`config.mk`:
```
export PLATFORM = sky130hd
export DESIGN_NAME = irq_priority_ctrl
export DESIGN_NICKNAME = d
export VERILOG_FILES = /design/src/rtl/irq_pkg.sv /design/src/rtl/irq_prio_encoder.sv /design/src/rtl/irq_priority_ctrl.sv
export SDC_FILE = /design/constraint.sdc
export NUM_CORES = 1
export LEC_CHECK = 0
export CAP_MARGIN = 5
export CORE_MARGIN = 10
export CORE_UTILIZATION = 45
export CTS_BUF_LIST = sky130_fd_sc_hd__clkbuf_8
export DETAILED_ROUTE_END_ITERATION = 6
export GPL_TIMING_DRIVEN = 0
export PLACE_DENSITY = 0.79
export RECOVER_POWER = 25
export SLEW_MARGIN = 20
export SYNTH_ARGS = -nofsm -noshare
export SYNTH_HDL_FRONTEND = slang
export SYNTH_SLANG_ARGS = --single-unit
```
`constraint.sdc`:
```
create_clock -name clk -period 7 [get_ports clk]
set_input_delay 1.05 -clock clk [delete_from_list [all_inputs] [get_ports clk]]
set_output_delay 1.05 -clock clk [all_outputs]
set_load 0.01 [all_outputs]
```
`src/rtl/irq_pkg.sv`:
```
// ============================================================================
//  Module   : irq_pkg
//  Purpose  : Shared state encoding and helpers for the interrupt controller.
//  Revision : 1.0 - initial release
// ============================================================================
`default_nettype none

package irq_pkg;

    typedef enum logic [1:0] {
        IDLE    = 2'd0,
        REQ     = 2'd1,
        SERVICE = 2'd2
    } irq_state_e;

    localparam int VEC_STRIDE_LOG2 = 2;

    function automatic int clog2(input int n);
        int r;
        r = 0;
        while ((1 << r) < n) r++;
        return r;
    endfunction

endpackage

`default_nettype wire

```
`src/rtl/irq_prio_encoder.sv`:
```
// ============================================================================
//  Module   : irq_prio_encoder
//  Purpose  : Fixed-priority encoder, lowest set index wins.
//  Revision : 1.0 - initial release
// ============================================================================
`default_nettype none

module irq_prio_encoder #(
    parameter int NUM_SRC = 8,
    parameter int ID_W    = 3
) (
    input  logic [NUM_SRC-1:0] eff_i,
    output logic               sel_valid_o,
    output logic [ID_W-1:0]    sel_id_o
);

    // Scan from the top down so the last hit (lowest index) is kept
    always_comb begin
        sel_valid_o = 1'b0;
        sel_id_o    = '0;
        for (int i = NUM_SRC - 1; i >= 0; i--) begin
            if (eff_i[i]) begin
                sel_valid_o = 1'b1;
                sel_id_o    = ID_W'(i);
            end
        end
    end

endmodule

`default_nettype wire

```
`src/rtl/irq_priority_ctrl.sv`:
```
// ============================================================================
//  Module   : irq_priority_ctrl
//  Purpose  : Non-nesting interrupt arbiter/sequencer feeding the flush control.
//  Revision : 1.0 - initial release
// ============================================================================
`default_nettype none

module irq_priority_ctrl
    import irq_pkg::*;
#(
    parameter int XLEN    = 32,
    parameter int NUM_SRC = 8,
    parameter int ID_W    = clog2(NUM_SRC)
) (
    input  logic               clk,
    input  logic               rst_n,
    input  logic [NUM_SRC-1:0] irq_src,
    input  logic [NUM_SRC-1:0] irq_edge_mode,
    input  logic [NUM_SRC-1:0] irq_mask,
    input  logic [XLEN-1:0]    vec_base,
    input  logic               vectored_mode,
    input  logic               irq_taken,
    input  logic               flush_busy,
    input  logic               mret,
    output logic               interrupt_pending,
    output logic [XLEN-1:0]    interrupt_vector,
    output logic [ID_W-1:0]    irq_id,
    output logic               in_service,
    output logic [ID_W-1:0]    active_id,
    output logic               spurious_ack
);

    irq_state_e         state_q, state_d;
    logic [NUM_SRC-1:0] src_prev_q;
    logic [NUM_SRC-1:0] edge_pend_q, edge_pend_d;
    logic [ID_W-1:0]    irq_id_q, irq_id_d;
    logic [ID_W-1:0]    active_id_q, active_id_d;
    logic [XLEN-1:0]    vec_q, vec_d;
    logic               in_service_q, in_service_d;
    logic               spurious_q, spurious_d;

    logic [NUM_SRC-1:0] w_rise;
    logic [NUM_SRC-1:0] w_eff;
    logic               w_sel_valid;
    logic [ID_W-1:0]    w_sel_id;
    logic [XLEN-1:0]    w_base;
    logic [XLEN-1:0]    w_offset;
    logic               w_unused;

    // flush_busy is status only; the low base bits are forced to zero
    assign w_unused = &{1'b0, flush_busy, vec_base[1:0]};

    assign w_rise   = irq_src & ~src_prev_q;
    assign w_eff    = irq_mask & ((irq_edge_mode & edge_pend_q) | (~irq_edge_mode & irq_src));
    assign w_base   = {vec_base[XLEN-1:2], 2'b00};
    assign w_offset = XLEN'(w_sel_id) << VEC_STRIDE_LOG2;

    irq_prio_encoder #(
        .NUM_SRC (NUM_SRC),
        .ID_W    (ID_W)
    ) u_enc (
        .eff_i       (w_eff),
        .sel_valid_o (w_sel_valid),
        .sel_id_o    (w_sel_id)
    );

    always_comb begin
        state_d      = state_q;
        edge_pend_d  = edge_pend_q;
        irq_id_d     = irq_id_q;
        active_id_d  = active_id_q;
        vec_d        = vec_q;
        in_service_d = in_service_q;
        spurious_d   = spurious_q;

        case (state_q)
            IDLE: begin
                if (w_sel_valid) begin
                    state_d  = REQ;
                    irq_id_d = w_sel_id;
                    vec_d    = vectored_mode ? (w_base + w_offset) : w_base;
                end
            end
            REQ: begin
                if (irq_taken) begin
                    state_d      = SERVICE;
                    active_id_d  = irq_id_q;
                    in_service_d = 1'b1;
                    for (int i = 0; i < NUM_SRC; i++) begin
                        if (irq_edge_mode[i] && (ID_W'(i) == irq_id_q))
                            edge_pend_d[i] = 1'b0;
                    end
                end
            end
            SERVICE: begin
                if (mret) begin
                    state_d      = IDLE;
                    in_service_d = 1'b0;
                end
            end
            default: state_d = IDLE;
        endcase

        if (irq_taken && (state_q != REQ))
            spurious_d = 1'b1;

        // A fresh edge in the acknowledge cycle must survive the clear above
        edge_pend_d = edge_pend_d | (w_rise & irq_edge_mode);
    end

    always_ff @(posedge clk or negedge rst_n) begin
        if (!rst_n) begin
            state_q      <= IDLE;
            src_prev_q   <= '0;
            edge_pend_q  <= '0;
            irq_id_q     <= '0;
            active_id_q  <= '0;
            vec_q        <= '0;
            in_service_q <= 1'b0;
            spurious_q   <= 1'b0;
        end else begin
            state_q      <= state_d;
            src_prev_q   <= irq_src;
            edge_pend_q  <= edge_pend_d;
            irq_id_q     <= irq_id_d;
            active_id_q  <= active_id_d;
            vec_q        <= vec_d;
            in_service_q <= in_service_d;
            spurious_q   <= spurious_d;
        end
    end

    assign interrupt_pending = (state_q == REQ);
    assign interrupt_vector  = vec_q;
    assign irq_id            = irq_id_q;
    assign in_service        = in_service_q;
    assign active_id         = active_id_q;
    assign spurious_ack      = spurious_q;

endmodule

`default_nettype wire
```
==> impl_metrics.csv, run 1 <==
group,metric,value,unit
floorplanning,start_util,0.462,
clock_tree,ctsRootBufferMaster,"clkbuf_8",
final_layout,antenna_cells,0,
synthesis,synth_area,0.00314,mm2
floorplanning,die_w,104,um
synthesis,synth_ff_type,"dfrtp_1",
synthesis,synthCells,316,
power_and_ir_drop,power_density,335,mW/mm2
clock_tree,clk_pin_slew,0.10,ns
global_route,grt_pass1_vias,2859,
global_route,grt_pass1_wl,14200,um
clock_tree,post-cts-setup-buffer-count,0,
final_layout,finalInstanceArea,0.00431,mm2
synthesis,synthTopCellsByCount,"dfrtp_1, nor2_1, nand2_1, a21oi_1, xnor2_1",
final_layout,multiInputGateArea,0.00162,mm2
detailed_routing,vias_per_cell,5.19,
global_route,globalRouteOverflowTotal,0,
power_and_ir_drop,internal_power,0.898,mW
clock_tree,cts_made_buffers,5,
sta,maxSlewHeadroom,-1.04,
final_layout,area_growth,37.4,%
clock_tree,cts_max_level,2,
synthesis,yosysTopAreaCellShare,0.447,
final_layout,regArea,0.00140,mm2
floorplanning,dieArea,0.0107,mm2
setup_path,crit_chain,"clkdlybuf4s50_1, mux2_2, and2_1, nand2b_1, o21ai_0, ha_1, fa_1, a21o_1, nand4_4, buf_6, nor4_1, xnor2_1, a21oi_2",
synthesis,ys.warnings.count,0,
synthesis,synth.distinct_cells,47,
final_layout,final_nets,486,
detailed_routing,antenna_left,0,
setup_path,slowest_delay,0.51,ns
final_layout,drive_gt1_frac,0.119,
setup_path,crit_path_max_fanout,10,
detailed_routing,vias,2685,
outcome,violations,"max-capacitance violations, max-slew violations",
detailed_routing,drt_first_iter_violations,76,
detailed_routing,dr.pass1.iters,4,
final_layout,fillers,601,
clock_tree,cts.sinks,56,
clock_tree,tritoncts,"built",
setup_path,path_class,"in -> reg",
floorplanning,rows,30,
sta,finClkSkew,0.00525,ns
sta,post-route-min-period,3.87,ns
place,portBuffers,96,
detailed_routing,wl_per_cell,16.3,um
global_route,grt.total_usage,0.157,
flow_run,drv_cap,1,
clock_tree,ctsHoldBuffers,0,
synthesis,syn-mean-instance-area,9.93,um2
sta,worstMarginPinSlew,3.06,ns
detailed_routing,drc,0,
synthesis,synth-edff-count,0,
power_and_ir_drop,switching_power,0.547,mW
place,dp_cells,509,
sta,final-setup-viol-count,0,
floorplanning,num_io_pins,103,
floorplanning,die_h,104,um
clock_tree,clk_latency,0.31,ns
sta,rsz0062_at_grt,"no",
setup_path,slowest_stage,"clkdlybuf4s50_1",
global_route,grt_max_degree,57,
sta,drv_slew,57,
synthesis,async_reset_ff_frac,1.00,
power_and_ir_drop,p_leak,1.64,nW
place,dpl_cell_area,0.00422,mm2
power_and_ir_drop,pwr-share-seq,0.369,
setup_path,end_kind,"register",
final_layout,fin_util,0.634,
setup_path,worstPathArrival,4.07,ns
synthesis,synth_area_leaders,"dfrtp_1, xnor2_1, nor2_1",
global_route,antenna_found_initial,0,
place,dp_hpwl,6580,um
final_layout,instances_no_fill,517,
synthesis,yosysMostFrequentCell,"dfrtp_1",
hold_path,hold_class,"reg -> reg",
power_and_ir_drop,ir_worst_vdd,0.180,mV
clock_tree,cts_resized,0,
sta,period_share,0.553,
clock_tree,cts_max_path_buffers,2,
setup_path,crit_required,7.20,ns
synthesis,synth.yosys.seq_area_share,0.447,
detailed_routing,routed_wirelength,8420,um
power_and_ir_drop,sw_frac_of_total,0.378,
sta,fmax,259,MHz
outcome,outcome,"finished with violations",
synthesis,yosys_register_bits,56,
setup_path,startpoint_type,"input port",
synthesis,yosysTopAreaCell,"dfrtp_1",
place,place_congestion,0.870,
power_and_ir_drop,combPwrFrac,0.502,
floorplanning,core,0.00679,mm2
sta,fin_setup_tns,0,ns
sta,hold_viol_final,0,
power_and_ir_drop,pwr-share-clk,0.129,
==> registers in the layout, summed over array words and instances, names as in the netlist <==
register / cells
edge_pend_q: 8
interrupt_vector: 30
irq_id: 3
state_q: 2
in_service: 1
spurious_ack: 1
src_prev_q: 8
active_id: 3
==> per-layer routing <==
layer	vias to the layer above	GRT usage	share of wire	wire length [um]
li1	1301	-	-	-
met1	1291	0.182	0.43	3600
met5	-	0	0	0
met2	83	0.266	0.48	4040
met4	0	0.0323	0.012	105
met3	10	0.0607	0.081	683
==> power by group through the flow <==
stage	sequential [mW]	combinational [mW]	clock (mW)
2_1_floorplan	0.575	0.327	0
3_3_place_gp	0.534	0.723	0
3_5_place_dp	0.539	0.738	0
4_1_cts	0.534	0.742	0.190
5_1_grt	0.549	0.803	0.204
6_report	0.533	0.726	0.186
==> cell families after synthesis <==
kind of cell | Yosys count | synth area share
and+or+nand+nor | 134 | 0.230
AOI/OAI and AO/OA | 62 | 0.143
DFF | 56 | 0.447
xor gates and xnor gates | 28 | 0.0782
buffers and inverters | 19 | 0.0383
muxes | 12 | 0.0443
adders and majority gates | 4 | 0.0183
other | 1 | 0.00120
==> critical path, delay by kind of cell <==
kind | cells | cell delay, ns
AO/OA/AOI/OAI | 3 | 0.59
XOR/XNOR | 1 | 0.19
adder cells (fa/ha/maj) | 2 | 0.47
buffers and inverters | 2 | 0.68
multiplexers | 1 | 0.38
AND/OR/NAND/NOR | 4 | 0.71
==> worst paths after layout <==
path	startpoint	end	slack [ns]	cells past startpoint
worst min register to register	src_prev_q[1]	edge_pend_q[1]	0.42	1
worst max register to register	edge_pend_q[0]	interrupt_vector[26]	4.08	12
min in group asynchronous	rst_n	active_id[0]	1.72	1
worst max-delay path	irq_edge_mode[4]	interrupt_vector[26]	3.13	13
max in group asynchronous	rst_n	interrupt_vector[2]	3.54	1
worst min-delay path	src_prev_q[1]	edge_pend_q[1]	0.42	1
==> layout make-up <==
type                       instances  share of cell area
buffer                            12              0.0218
clock buffer                       6              0.0192
clock inverter                     2             0.00261
inverter                           7             0.00610
multi-input combinational        242               0.376
sequential                        56               0.325
tap                               96              0.0279
timing repair buffer              96               0.221
==> placed cells by master (no fill, tap or decap), types with 3 or more instances in the layout <==
cell type        count
buf_2                3
ha_1                 3
buf_6                4
a21oi_2             10
xor2_1               7
mux2_2               7
a21oi_1             25
nand2b_1             5
inv_1                8
nor2_1              41
nand2_1             35
nand3b_1             4
nor4b_2              3
nor3_1               3
and4_1               4
dlygate4sd3_1        8
o2bb2ai_1            3
nand3_1             14
buf_4                4
clkdlybuf4s50_1     87
mux2i_1              3
dfrtp_1             56
nand4_1              5
nor2b_1              3
o21ai_0             11
xnor2_1             21
clkbuf_8             6
and2_1               6
nor4_1               4
==> metrics by stage <==
stage                     setup WS (ns)  power, mW  hold slack, ns
after floorplan                    3.68      0.902           0.393
after global placement             2.87       1.26           0.403
after detailed placement           2.82       1.28           0.406
after CTS                          3.14       1.47           0.420
after global routing               2.88       1.56           0.438
final                              3.13       1.45           0.417
Power figures use the tool's default switching activity.
==> inputs of run 2 (changes only) <==
Settings changed: CORE_UTILIZATION 45 to 43.
Clock period 7 ns to 3.3 ns, I/O delays scaled along.
==> run 2 against run 1 <==
Effect of this change:
- the run now ends clean
- clock power is 140% higher
- total power is 120% higher
- critical path depth stayed put
- via count is 0.63% lower
- die area is 3.7% higher
- non-clock buffer count is 2 higher
- wire length is 1.7% higher
- flip-flop and latch count stayed put
- critical endpoint is now interrupt_vector[30]
==> impl_metrics.csv, run 2 (same netlist as run 1, synthesis figures left out) <==
group,metric,value,unit
sta,drv_slew,0,
floorplanning,start_util,0.437,
final_layout,area_growth,40.0,%
setup_path,cp-endpoint,"interrupt_vector[30]",
power_and_ir_drop,ir_worst_vdd,0.374,mV
detailed_routing,dr.pass1.iters,5,
clock_tree,tritoncts,"built",
global_route,met3_usage,0.0615,
detailed_routing,vias_per_cell,5.11,
global_route,antenna_found_initial,0,
final_layout,largest_reg_flops,30,
final_layout,final_cell_mix,"clkdlybuf4s50_1, dfrtp_1, nor2_1",
clock_tree,cts_max_path_buffers,2,
setup_path,crit_path_start,"irq_edge_mode[5]",
sta,finClkSkew,0.00486,ns
setup_path,cp.buffers_inverters,2,
floorplanning,num_io_pins,103,
power_and_ir_drop,power_density,712,mW/mm2
power_and_ir_drop,pwr-share-clk,0.144,
setup_path,path_delay_family,"buffers and inverters",
power_and_ir_drop,combPwrFrac,0.495,
sta,final-setup-viol-count,0,
power_and_ir_drop,pwr-share-seq,0.362,
power_and_ir_drop,internal_power,1.97,mW
flow_run,drv_cap,0,
place,portBuffers,96,
clock_tree,clk_pin_slew,0.10,ns
global_route,grt.total_usage,0.150,
setup_path,end_kind,"register",
place,dp_hpwl,6640,um
floorplanning,die_w,105,um
floorplanning,core,0.00718,mm2
floorplanning,dieArea,0.0111,mm2
sta,setup_slack,0.153,ns
floorplanning,rows,31,
floorplanning,die_h,105,um
power_and_ir_drop,p_leak,1.69,nW
detailed_routing,antenna_left,0,
detailed_routing,wl_per_cell,16.4,um
setup_path,path_class,"in -> reg",
sta,fmax,318,MHz
setup_path,r2r-start,"edge_pend_q[5]",
global_route,globalRouteOverflowTotal,0,
place,place_congestion,0.820,
setup_path,crit_required,3.50,ns
setup_path,regToRegSetupSlack,0.55,ns
outcome,outcome,"completed",
detailed_routing,routed_wirelength,8570,um
power_and_ir_drop,sw_frac_of_total,0.371,
sta,period_share,0.954,
final_layout,instances_no_fill,522,
power_and_ir_drop,switching_power,1.16,mW
clock_tree,ctsRootBufferMaster,"clkbuf_8",
setup_path,startpoint_type,"input port",
setup_path,crit_path_max_fanout,10,
setup_path,crit_chain,"clkdlybuf4s50_1, mux2_2, and2_1, a31oi_1, o21ai_2, ha_1, fa_1, a21o_1, nand4_4, buf_6, nor4_2, xnor2_1, a21oi_2",
final_layout,antenna_cells,0,
setup_path,slowest_delay,0.52,ns
sta,worstMarginPinSlew,1.40,ns
final_layout,fillers,627,
global_route,grt_pass1_wl,13900,um
setup_path,worstPathArrival,3.35,ns
final_layout,final_nets,488,
place,pre_cts_ws,-0.420,ns
global_route,top_usage_layer,"met2",
global_route,met2_usage,0.245,
sta,maxSlewHeadroom,0.0675,
sta,hold_viol_final,0,
final_layout,fin_util,0.612,
clock_tree,cts_made_buffers,5,
sta,post-route-min-period,3.15,ns
hold_path,hold_class,"reg -> reg",
global_route,grt_max_degree,57,
setup_path,r2r-end,"interrupt_vector[30]",
final_layout,drive_gt1_frac,0.142,
setup_path,slowest_stage,"clkdlybuf4s50_1",
global_route,grt_pass1_vias,2797,
detailed_routing,drt_first_iter_violations,78,
sta,whs,0.427,ns
setup_path,crit_cells,13,
global_route,grtUsageMet1,0.184,
clock_tree,cts_max_level,2,
detailed_routing,vias,2668,
detailed_routing,drc,0,
final_layout,layout_commonest_cell,"clkdlybuf4s50_1",
clock_tree,cts.sinks,56,
clock_tree,clk_latency,0.31,ns
place,dp_cells,512,
setup_path,rr_worst_depth,12,
[run 2: power groups by stage]
stage               logic (mW)  clock network [mW]  registers [mW]
floorplan                0.694                   0            1.22
global placement          1.53                   0            1.13
detailed placement        1.55                   0            1.15
CTS                       1.56               0.461            1.14
global route              1.69               0.483            1.17
finish                    1.55               0.449            1.13
[run 2: layout make-up]
type	instances	area [um2]	share of cell area
plain buffers	12	97.6	0.0222
repair buffers	98	971	0.221
multi-input cells	242	1660	0.379
clock buffers	5	68.8	0.0157
flip-flops and latches	56	1400	0.319
clock inverters	3	38.8	0.00883
inverters	7	26.3	0.00598
well taps	99	124	0.0282
[run 2: how the worst min path moves through the flow]
stage,from,end,depth (start not counted)
finish,src_prev_q[1],edge_pend_q[1],1
floorplan,rst_n,active_id[0],0
global route,src_prev_q[1],edge_pend_q[1],1
global placement,src_prev_q[1],edge_pend_q[1],1
CTS,rst_n,spurious_ack,1
detailed placement,src_prev_q[0],edge_pend_q[0],1
[run 2: what timing repair did]
| item | in CTS | in global routing |
|---|---|---|
| pin swaps | 0 | 3 |
| setup endpoints to repair | 6 | 9 |
| resized for setup | 1 | 9 |
| hold buffers | 0 | 0 |
| setup buffers | 0 | 2 |
[run 2: layer usage]
layer / up-vias / share of wire
li1: 1306 / -
met1: 1267 / 0.44
met2: 91 / 0.47
met3: 4 / 0.085
met4: 0 / 0.0056
met5: - / 0
[run 2: metrics by stage]
step,setup TNS [ns],instance area [um2],power (mW)
floorplan,0,3140,1.91
global placement,-5.84,4230,2.66
detailed placement,-4.99,4220,2.70
CTS,0,4330,3.16
global route,-0.0215,4390,3.34
finish,0,4390,3.13
